## src/rtl/ssu_serial_peer.sv

```systemverilog
// ssu_serial_peer: clocked-synchronous serial slave at the far end of the SSU link.
// Full-duplex byte exchange with a master-mode SSU, plus a one-entry TX holding
// buffer and an RX byte/strobe port on the local (clk) side.
module ssu_serial_peer #(
    parameter bit         CPOL      = 1'b0,
    parameter bit         CPHA      = 1'b0,
    parameter bit         MSB_FIRST = 1'b1,
    parameter logic [7:0] FILL_BYTE = 8'hFF
) (
    input  logic       clk,
    input  logic       rst_n,
    input  logic       ssck,
    input  logic       scs_n,
    input  logic       sdi,
    output logic       sdo,
    output logic       sdo_oe,
    input  logic [7:0] tx_data,
    input  logic       tx_valid,
    output logic       tx_ready,
    output logic [7:0] rx_data,
    output logic       rx_valid,
    output logic       tx_underrun,
    output logic       frame_err
);

    typedef enum logic [1:0] {ST_IDLE, ST_SEL, ST_SHIFT} state_t;

    logic       sck_s1_q, sck_s2_q, sck_s3_q;
    logic       scs_s1_q, scs_s2_q, scs_s3_q;
    logic       sdi_s1_q, sdi_s2_q;

    state_t     state_q, state_d;
    logic [2:0] bitcnt_q, bitcnt_d;
    logic [7:0] tx_shift_q, tx_shift_d;
    logic [7:0] rx_shift_q, rx_shift_d;
    logic [7:0] hold_q, hold_d;
    logic       hold_full_q, hold_full_d;
    logic [7:0] rx_data_q, rx_data_d;
    logic       rx_valid_q, rx_valid_d;
    logic       underrun_q, underrun_d;
    logic       frame_err_q, frame_err_d;

    logic       sck_rise, sck_fall, lead, trail;
    logic       cs_fall, cs_rise, active, sample_ev, shift_ev, load;
    logic [7:0] rx_next, tx_next;

    // Two-flop synchronisers plus one history flop for edge detection. The select
    // chain resets to 0 (asserted) so that a reset taken mid-frame never produces a
    // false falling edge; the device then waits for a genuine new select.
    always_ff @(posedge clk or negedge rst_n) begin
        if (!rst_n) begin
            sck_s1_q <= CPOL;
            sck_s2_q <= CPOL;
            sck_s3_q <= CPOL;
            scs_s1_q <= 1'b0;
            scs_s2_q <= 1'b0;
            scs_s3_q <= 1'b0;
            sdi_s1_q <= 1'b0;
            sdi_s2_q <= 1'b0;
        end else begin
            sck_s1_q <= ssck;
            sck_s2_q <= sck_s1_q;
            sck_s3_q <= sck_s2_q;
            scs_s1_q <= scs_n;
            scs_s2_q <= scs_s1_q;
            scs_s3_q <= scs_s2_q;
            sdi_s1_q <= sdi;
            sdi_s2_q <= sdi_s1_q;
        end
    end

    assign sck_rise  = sck_s2_q & ~sck_s3_q;
    assign sck_fall  = ~sck_s2_q & sck_s3_q;
    assign lead      = CPOL ? sck_fall : sck_rise;
    assign trail     = CPOL ? sck_rise : sck_fall;
    assign cs_fall   = ~scs_s2_q & scs_s3_q;
    assign cs_rise   = scs_s2_q & ~scs_s3_q;
    // Edges count only while selected; the release cycle itself still lets a
    // coincident final sample complete.
    assign active    = (state_q != ST_IDLE);
    assign sample_ev = active & (CPHA ? trail : lead);
    assign shift_ev  = active & (CPHA ? lead : trail);
    assign rx_next   = MSB_FIRST ? {rx_shift_q[6:0], sdi_s2_q} : {sdi_s2_q, rx_shift_q[7:1]};
    assign tx_next   = MSB_FIRST ? {tx_shift_q[6:0], 1'b0} : {1'b0, tx_shift_q[7:1]};

    // Next-state: select tracking, bit sampling, shift/load of the TX byte, buffer handshake.
    always_comb begin
        state_d     = state_q;
        bitcnt_d    = bitcnt_q;
        tx_shift_d  = tx_shift_q;
        rx_shift_d  = rx_shift_q;
        hold_d      = hold_q;
        hold_full_d = hold_full_q;
        rx_data_d   = rx_data_q;
        rx_valid_d  = 1'b0;
        underrun_d  = 1'b0;
        frame_err_d = 1'b0;
        load        = 1'b0;

        if (tx_valid && !hold_full_q) begin
            hold_d      = tx_data;
            hold_full_d = 1'b1;
        end

        if (state_q == ST_IDLE) begin
            if (cs_fall) begin
                state_d    = ST_SEL;
                bitcnt_d   = 3'd0;
                rx_shift_d = 8'h00;
                load       = !CPHA;
            end
        end else begin
            if (sample_ev) begin
                rx_shift_d = rx_next;
                if (bitcnt_q == 3'd7) begin
                    rx_data_d  = rx_next;
                    rx_valid_d = 1'b1;
                    bitcnt_d   = 3'd0;
                end else begin
                    bitcnt_d = bitcnt_q + 3'd1;
                end
            end
            if (shift_ev) begin
                // Byte boundary loads win over shifting; none on the release cycle.
                if (!cs_rise && bitcnt_q == 3'd0 && (CPHA || state_q == ST_SHIFT)) begin
                    load = 1'b1;
                end else begin
                    tx_shift_d = tx_next;
                end
            end
            if ((lead || trail) && state_q == ST_SEL) begin
                state_d = ST_SHIFT;
            end
            if (cs_rise) begin
                state_d = ST_IDLE;
                if (bitcnt_q != 3'd0 && !(sample_ev && bitcnt_q == 3'd7)) begin
                    frame_err_d = 1'b1;
                    bitcnt_d    = 3'd0;
                end
            end
        end

        if (load) begin
            if (hold_full_q) begin
                tx_shift_d  = hold_q;
                hold_full_d = 1'b0;
            end else begin
                tx_shift_d = FILL_BYTE;
                underrun_d = 1'b1;
            end
        end
    end

    // State and datapath registers.
    always_ff @(posedge clk or negedge rst_n) begin
        if (!rst_n) begin
            state_q     <= ST_IDLE;
            bitcnt_q    <= 3'd0;
            tx_shift_q  <= 8'h00;
            rx_shift_q  <= 8'h00;
            hold_q      <= 8'h00;
            hold_full_q <= 1'b0;
            rx_data_q   <= 8'h00;
            rx_valid_q  <= 1'b0;
            underrun_q  <= 1'b0;
            frame_err_q <= 1'b0;
        end else begin
            state_q     <= state_d;
            bitcnt_q    <= bitcnt_d;
            tx_shift_q  <= tx_shift_d;
            rx_shift_q  <= rx_shift_d;
            hold_q      <= hold_d;
            hold_full_q <= hold_full_d;
            rx_data_q   <= rx_data_d;
            rx_valid_q  <= rx_valid_d;
            underrun_q  <= underrun_d;
            frame_err_q <= frame_err_d;
        end
    end

    assign sdo         = MSB_FIRST ? tx_shift_q[7] : tx_shift_q[0];
    assign sdo_oe      = active;
    assign tx_ready    = ~hold_full_q;
    assign rx_data     = rx_data_q;
    assign rx_valid    = rx_valid_q;
    assign tx_underrun = underrun_q;
    assign frame_err   = frame_err_q;

endmodule
```

## config.mk

```make
export PLATFORM = sky130hd
export DESIGN_NAME = ssu_serial_peer
export DESIGN_NICKNAME = d
export VERILOG_FILES = /design/src/rtl/ssu_serial_peer.sv
export SDC_FILE = /design/constraint.sdc
export NUM_CORES = 1
export LEC_CHECK = 0
export ABC_AREA = 1
export BUFFER_PORTS_ARGS = -buffer_cell sky130_fd_sc_hd__clkbuf_2
export CAP_MARGIN = 20
export CORE_UTILIZATION = 54
export DETAILED_ROUTE_END_ITERATION = 16
export PLACE_DENSITY = 0.76
export SYNTH_ARGS = -nofsm -noshare
export SYNTH_HDL_FRONTEND = slang
export SYNTH_SLANG_ARGS = --single-unit
```

## constraint.sdc

```tcl
create_clock -name clk -period 2.13 [get_ports clk]
set_input_delay 0.5325 -clock clk [delete_from_list [all_inputs] [get_ports clk]]
set_output_delay 0.5325 -clock clk [all_outputs]
set_load 0.02 [all_outputs]
```

# Yosys cells after proc, flatten, opt, wreduce, memory -nomap -nowiden
# Index checks and enable logic that the tools add are counted.
# word_totals
word_cells,91
ff_bits,48
# classes
n_mux,33
eq_ne,6
bitwise_logic,12
n_reduce_logical,21
n_addsub,1
# ops
operator,n
$mux 8,5
$mux 7,3
$mux 3,6
$mux 1,15
$mux 2,4
$and 1x1->1,6
$logic_and 1x1->1,6
$ne 2x2->1 const B,3
$not 1->1,6
$reduce_and 3->1,2
$reduce_bool 2->1,3
$reduce_bool 3->1,2
$reduce_and 2->1,2
$add 3x1->3 const B,1
$eq 3x3->1 const B,1
$logic_not 1->1,3
$logic_not 3->1,1
$eq 2x1->1 const B,1
$eq 2x2->1 const B,1
$logic_not 2->1,1
$logic_or 1x1->1,1

# Logic depth before layout (Yosys ltp)
# logic_depth
depth_word,10
ltp_mapped,9

# Worst setup path before layout
# No wires, ideal clock.
# synth_path
path_kind,reg2out
startpoint,reg hold_full_q
endpoint,out tx_ready
path_slack_ns,0.806
arrival_ns,0.791
t_required_ns,1.597
stages_incl_launch_ff,3
path_buffers,1
cell_sequence,dfrtp_1 -> inv_1 -> clkbuf_1
# synth_via
elab_chain_cells,1
# synth_rtl
element,line,rtl
from (decl),37,"logic hold_full_q, hold_full_d;"
from (signal assigned),173,hold_full_q <= hold_full_d;
$not 1->1,183,assign tx_ready = ~hold_full_q;
to (decl),19,"output logic tx_ready,"
# No other way between the ends.

# Final worst setup path
# layout_path
startpoint,reg state_q[0]
endpoint,out sdo_oe
# layout_via
elab_chain_cells,1
# layout_rtl
element,line,rtl
from (decl),32,"state_t state_q, state_d;"
from (signal assigned),168,state_q <= state_d;
$reduce_bool 2->1,80,assign active = (state_q != ST_IDLE);
to (decl),16,"output logic sdo_oe,"
# No other way between the ends.

==> out/qor.yml <==
die:
  row_count: 22
  ios: 28
  die_y_um: 63.9
  start_util_pct: 56.6
  coreArea_um2: 3660
  dieWidth_um: 63.9
  dieArea_um2: 4090
cts:
  clock_sinks: 48
  clock_latency_ns: 0.30
  holdBufCountCts: 0
  post-cts-setup-buffer-count: 0
  path_clk_slew_ns: 0.08
  root_buffer: "clkbuf_8"
  cts.repair.resized: 0
  cts_tree: "built"
  htreeDepth: 2
  cts_inserted_buffers: 5
  cts_buffer_depth: 2
timing:
  rsz0062_at_grt: "false"
  worstMarginPinSlew_ns: 0.574
  finalSetupViolCount: 0
  maxSlewViolCount: 0
  hold_ws_ns: 0.303
  fin_ws_ns: 0.264
  clock.fmax_mhz: 536
  slew-limit-headroom_pct: 61.7
  tns_ns: 0
  period_minus_slack_ns: 1.87
  finalHoldViolCount: 0
  clock_skew_ns: 0.00931
  finalCritPeriodShare_pct: 87.6
layout:
  area_growth_pct: 14.6
  final.fill_count: 299
  nets: 254
  antenna_cells: 0
  stdcell_count: 283
  final_layout_size_suffix_gt1_share_pct: 26.8
drt:
  first_pass_iters: 4
  avgViaCountPerCell: 5.00
  wl_mm: 3.46
  drt-wirelength-per-cell_um: 12.2
  detail_route.iter0.violations: 85
  ant_nets: 0
  drc: 0
  vias: 1414
setup_path:
  timing.critical_path.buf_inv: 2
  max_stage_delay_ns: 0.43
  cp_slowest_cell: "dfrtp_1"
  critPathTopFamily: "flip-flops"
  worstPathArrival_ns: 1.33
  crit_chain: "nor2_4, inv_1, clkbuf_2"
  critPathKind: "reg2out"
  worst-endpoint-required_ns: 1.60
  startpoint_type: "flip-flop"
  crit_path_end_kind: "output pin"
  critPathMaxFanout: 6
power:
  p_clk_share_pct: 24.4
  p_comb_share_pct: 31.0
  cellLeakagePower_nw: 1.23
  p_switching_mw: 0.982
  seqPwrFrac_pct: 44.5
  p_int_mw: 1.90
  power.total_mw: 2.88
  sw_frac_of_total_pct: 34.1
  p_per_area_nw_per_um2: 1210
  vdd_drop_max_uv: 705
logic_synthesis:
  synth_fp_nets: 222
  ys.warnings.count: 0
  avgSynthCellArea_um2: 10.3
  netlist_instances: 202
  synth-seq-area-share_pct: 58.0
  ys_seq_elements: 48
  syn_area_um2: 2070
  synthDistinctLibCells: 20
run_status:
  outcome: "completed"
global_routing:
  grt_pass1_vias: 1407
  antenna_found_initial: 0
  grt_max_degree: 49
  track_usage_pct: 19.9
  globalRoute.totalOverflow: 0
  grt_pass1_wl_mm: 6.07
placement:
  place_worst_setup_slack_ns: 0.425
  numPortBuffers: 27
  place_congestion: 0.813
  dp_hpwl_mm: 2.37
  placed_cells: 275
hold_path:
  hp-class: "in2async"
flow_run:
  max-cap-violations: 0
final cells by class:
class	count	area (µm²)	area share, %
clock buffers	7	96.3	4.06
well taps	48	60.1	2.53
repair buffers	28	143	6.01
inverters	30	113	4.74
multi-input cells	121	731	30.8
clock inverters	1	30.0	1.27
flip-flops and latches	48	1200	50.6
cell usage in the layout (no fill, tap or decap):
cell type	synthesis	routed
a21oi_1	4	4
buf_4	0	1
bufinv_16	0	1
clkbuf_2	0	27
clkbuf_8	0	7
dfrtp_1	48	48
ha_1	6	6
inv_1	29	29
inv_2	1	1
mux2_2	8	8
nand2_1	37	37
nand2_2	3	3
nand2_4	2	2
nand3_1	18	18
nand3_4	1	1
nand4_1	1	1
nor2_1	13	13
nor2_4	2	2
o21ai_0	8	8
o21ai_2	10	10
o22ai_1	7	7
o41ai_1	1	1
power by group through the flow:
stage / Clock (mW) / Sequential, mW / Combinational [mW]
2_1_floorplan: 0 / 1.29 / 0.683
3_3_place_gp: 0 / 1.29 / 0.867
3_5_place_dp: 0 / 1.30 / 0.891
5_1_grt: 0.751 / 1.31 / 1.02
6_report: 0.703 / 1.28 / 0.894
4_1_cts: 0.714 / 1.28 / 0.899
state kept, by name, indices dropped and copies added (netlist names), 2 cells and up:
signal,count
rx_data,8
bitcnt_q,3
tx_shift_q,8
state_q,2
hold_q,8
rx_shift_q,7
layer usage:
metal / part of all wire (%) / GRT usage (%)
met2: 47 / 31.6
met5: 0 / 0
met1: 47 / 25.4
met4: 1.6 / 8.81
met3: 4.7 / 5.54
worst reg2reg max path, delay by kind of cell (launching register included):
kind                     cells  cell delay [ns]
AND/OR/NAND/NOR              4             0.71
adder cells (fa/ha/maj)      1             0.22
buffers and inverters        1             0.15
flip-flops                   1             0.43
AO/OA/AOI/OAI                1             0.08
synthesized netlist by cell type:
master,instances,area (µm²)
nor2_4,2,22.5
a21oi_1,4,20.0
nand2_2,3,18.8
buf_6,2,22.5
o41ai_1,1,8.76
mux2_2,8,90.1
o22ai_1,7,43.8
inv_2,1,3.75
o21ai_0,8,40.0
o21ai_2,10,87.6
nand3_1,18,90.1
ha_1,6,75.1
nand3_4,1,17.5
nor2_1,13,48.8
nand2_1,37,139
nand4_1,1,6.26
dfrtp_1,48,1200
nand2_4,2,22.5
inv_1,29,109
clkbuf_1,1,3.75
logic make-up after synthesis:
logic type / share of synthesized area [%]
and+or+nand+nor: 17.6
muxes: 4.35
adders and majority gates: 3.63
AOI/OAI and AO/OA: 9.67
buffers and inverters: 6.71
DFF: 58.0
worst paths after layout:
check                                       startpoint                        end  slack, ns  cells past startpoint
worst max-delay path            state_q[0]$_DFFE_PN0P_                     sdo_oe       0.26                      3
worst min-delay path                             rst_n  tx_shift_q[7]$_DFFE_PN0P_       0.30                      2
worst max register to register      sck_s2_q$_DFF_PN0_    bitcnt_q[0]$_DFFE_PN0P_       0.42                      7
worst min register to register      sdi_s1_q$_DFF_PN0_         sdi_s2_q$_DFF_PN0_       0.36                      0
max in group asynchronous                        rst_n  tx_shift_q[4]$_DFFE_PN0P_       1.43                      2
min in group clk                                 scs_n         scs_s1_q$_DFF_PN0_       0.33                      1
stage by stage:
stage	utilization, %	instance area [µm²]
detailed placement	61.4	2250
CTS	64.8	2370
global route	64.8	2370
finish	64.8	2370
global placement	61.4	2250
floorplan	-	2070
(Power assumes the default switching activity.)
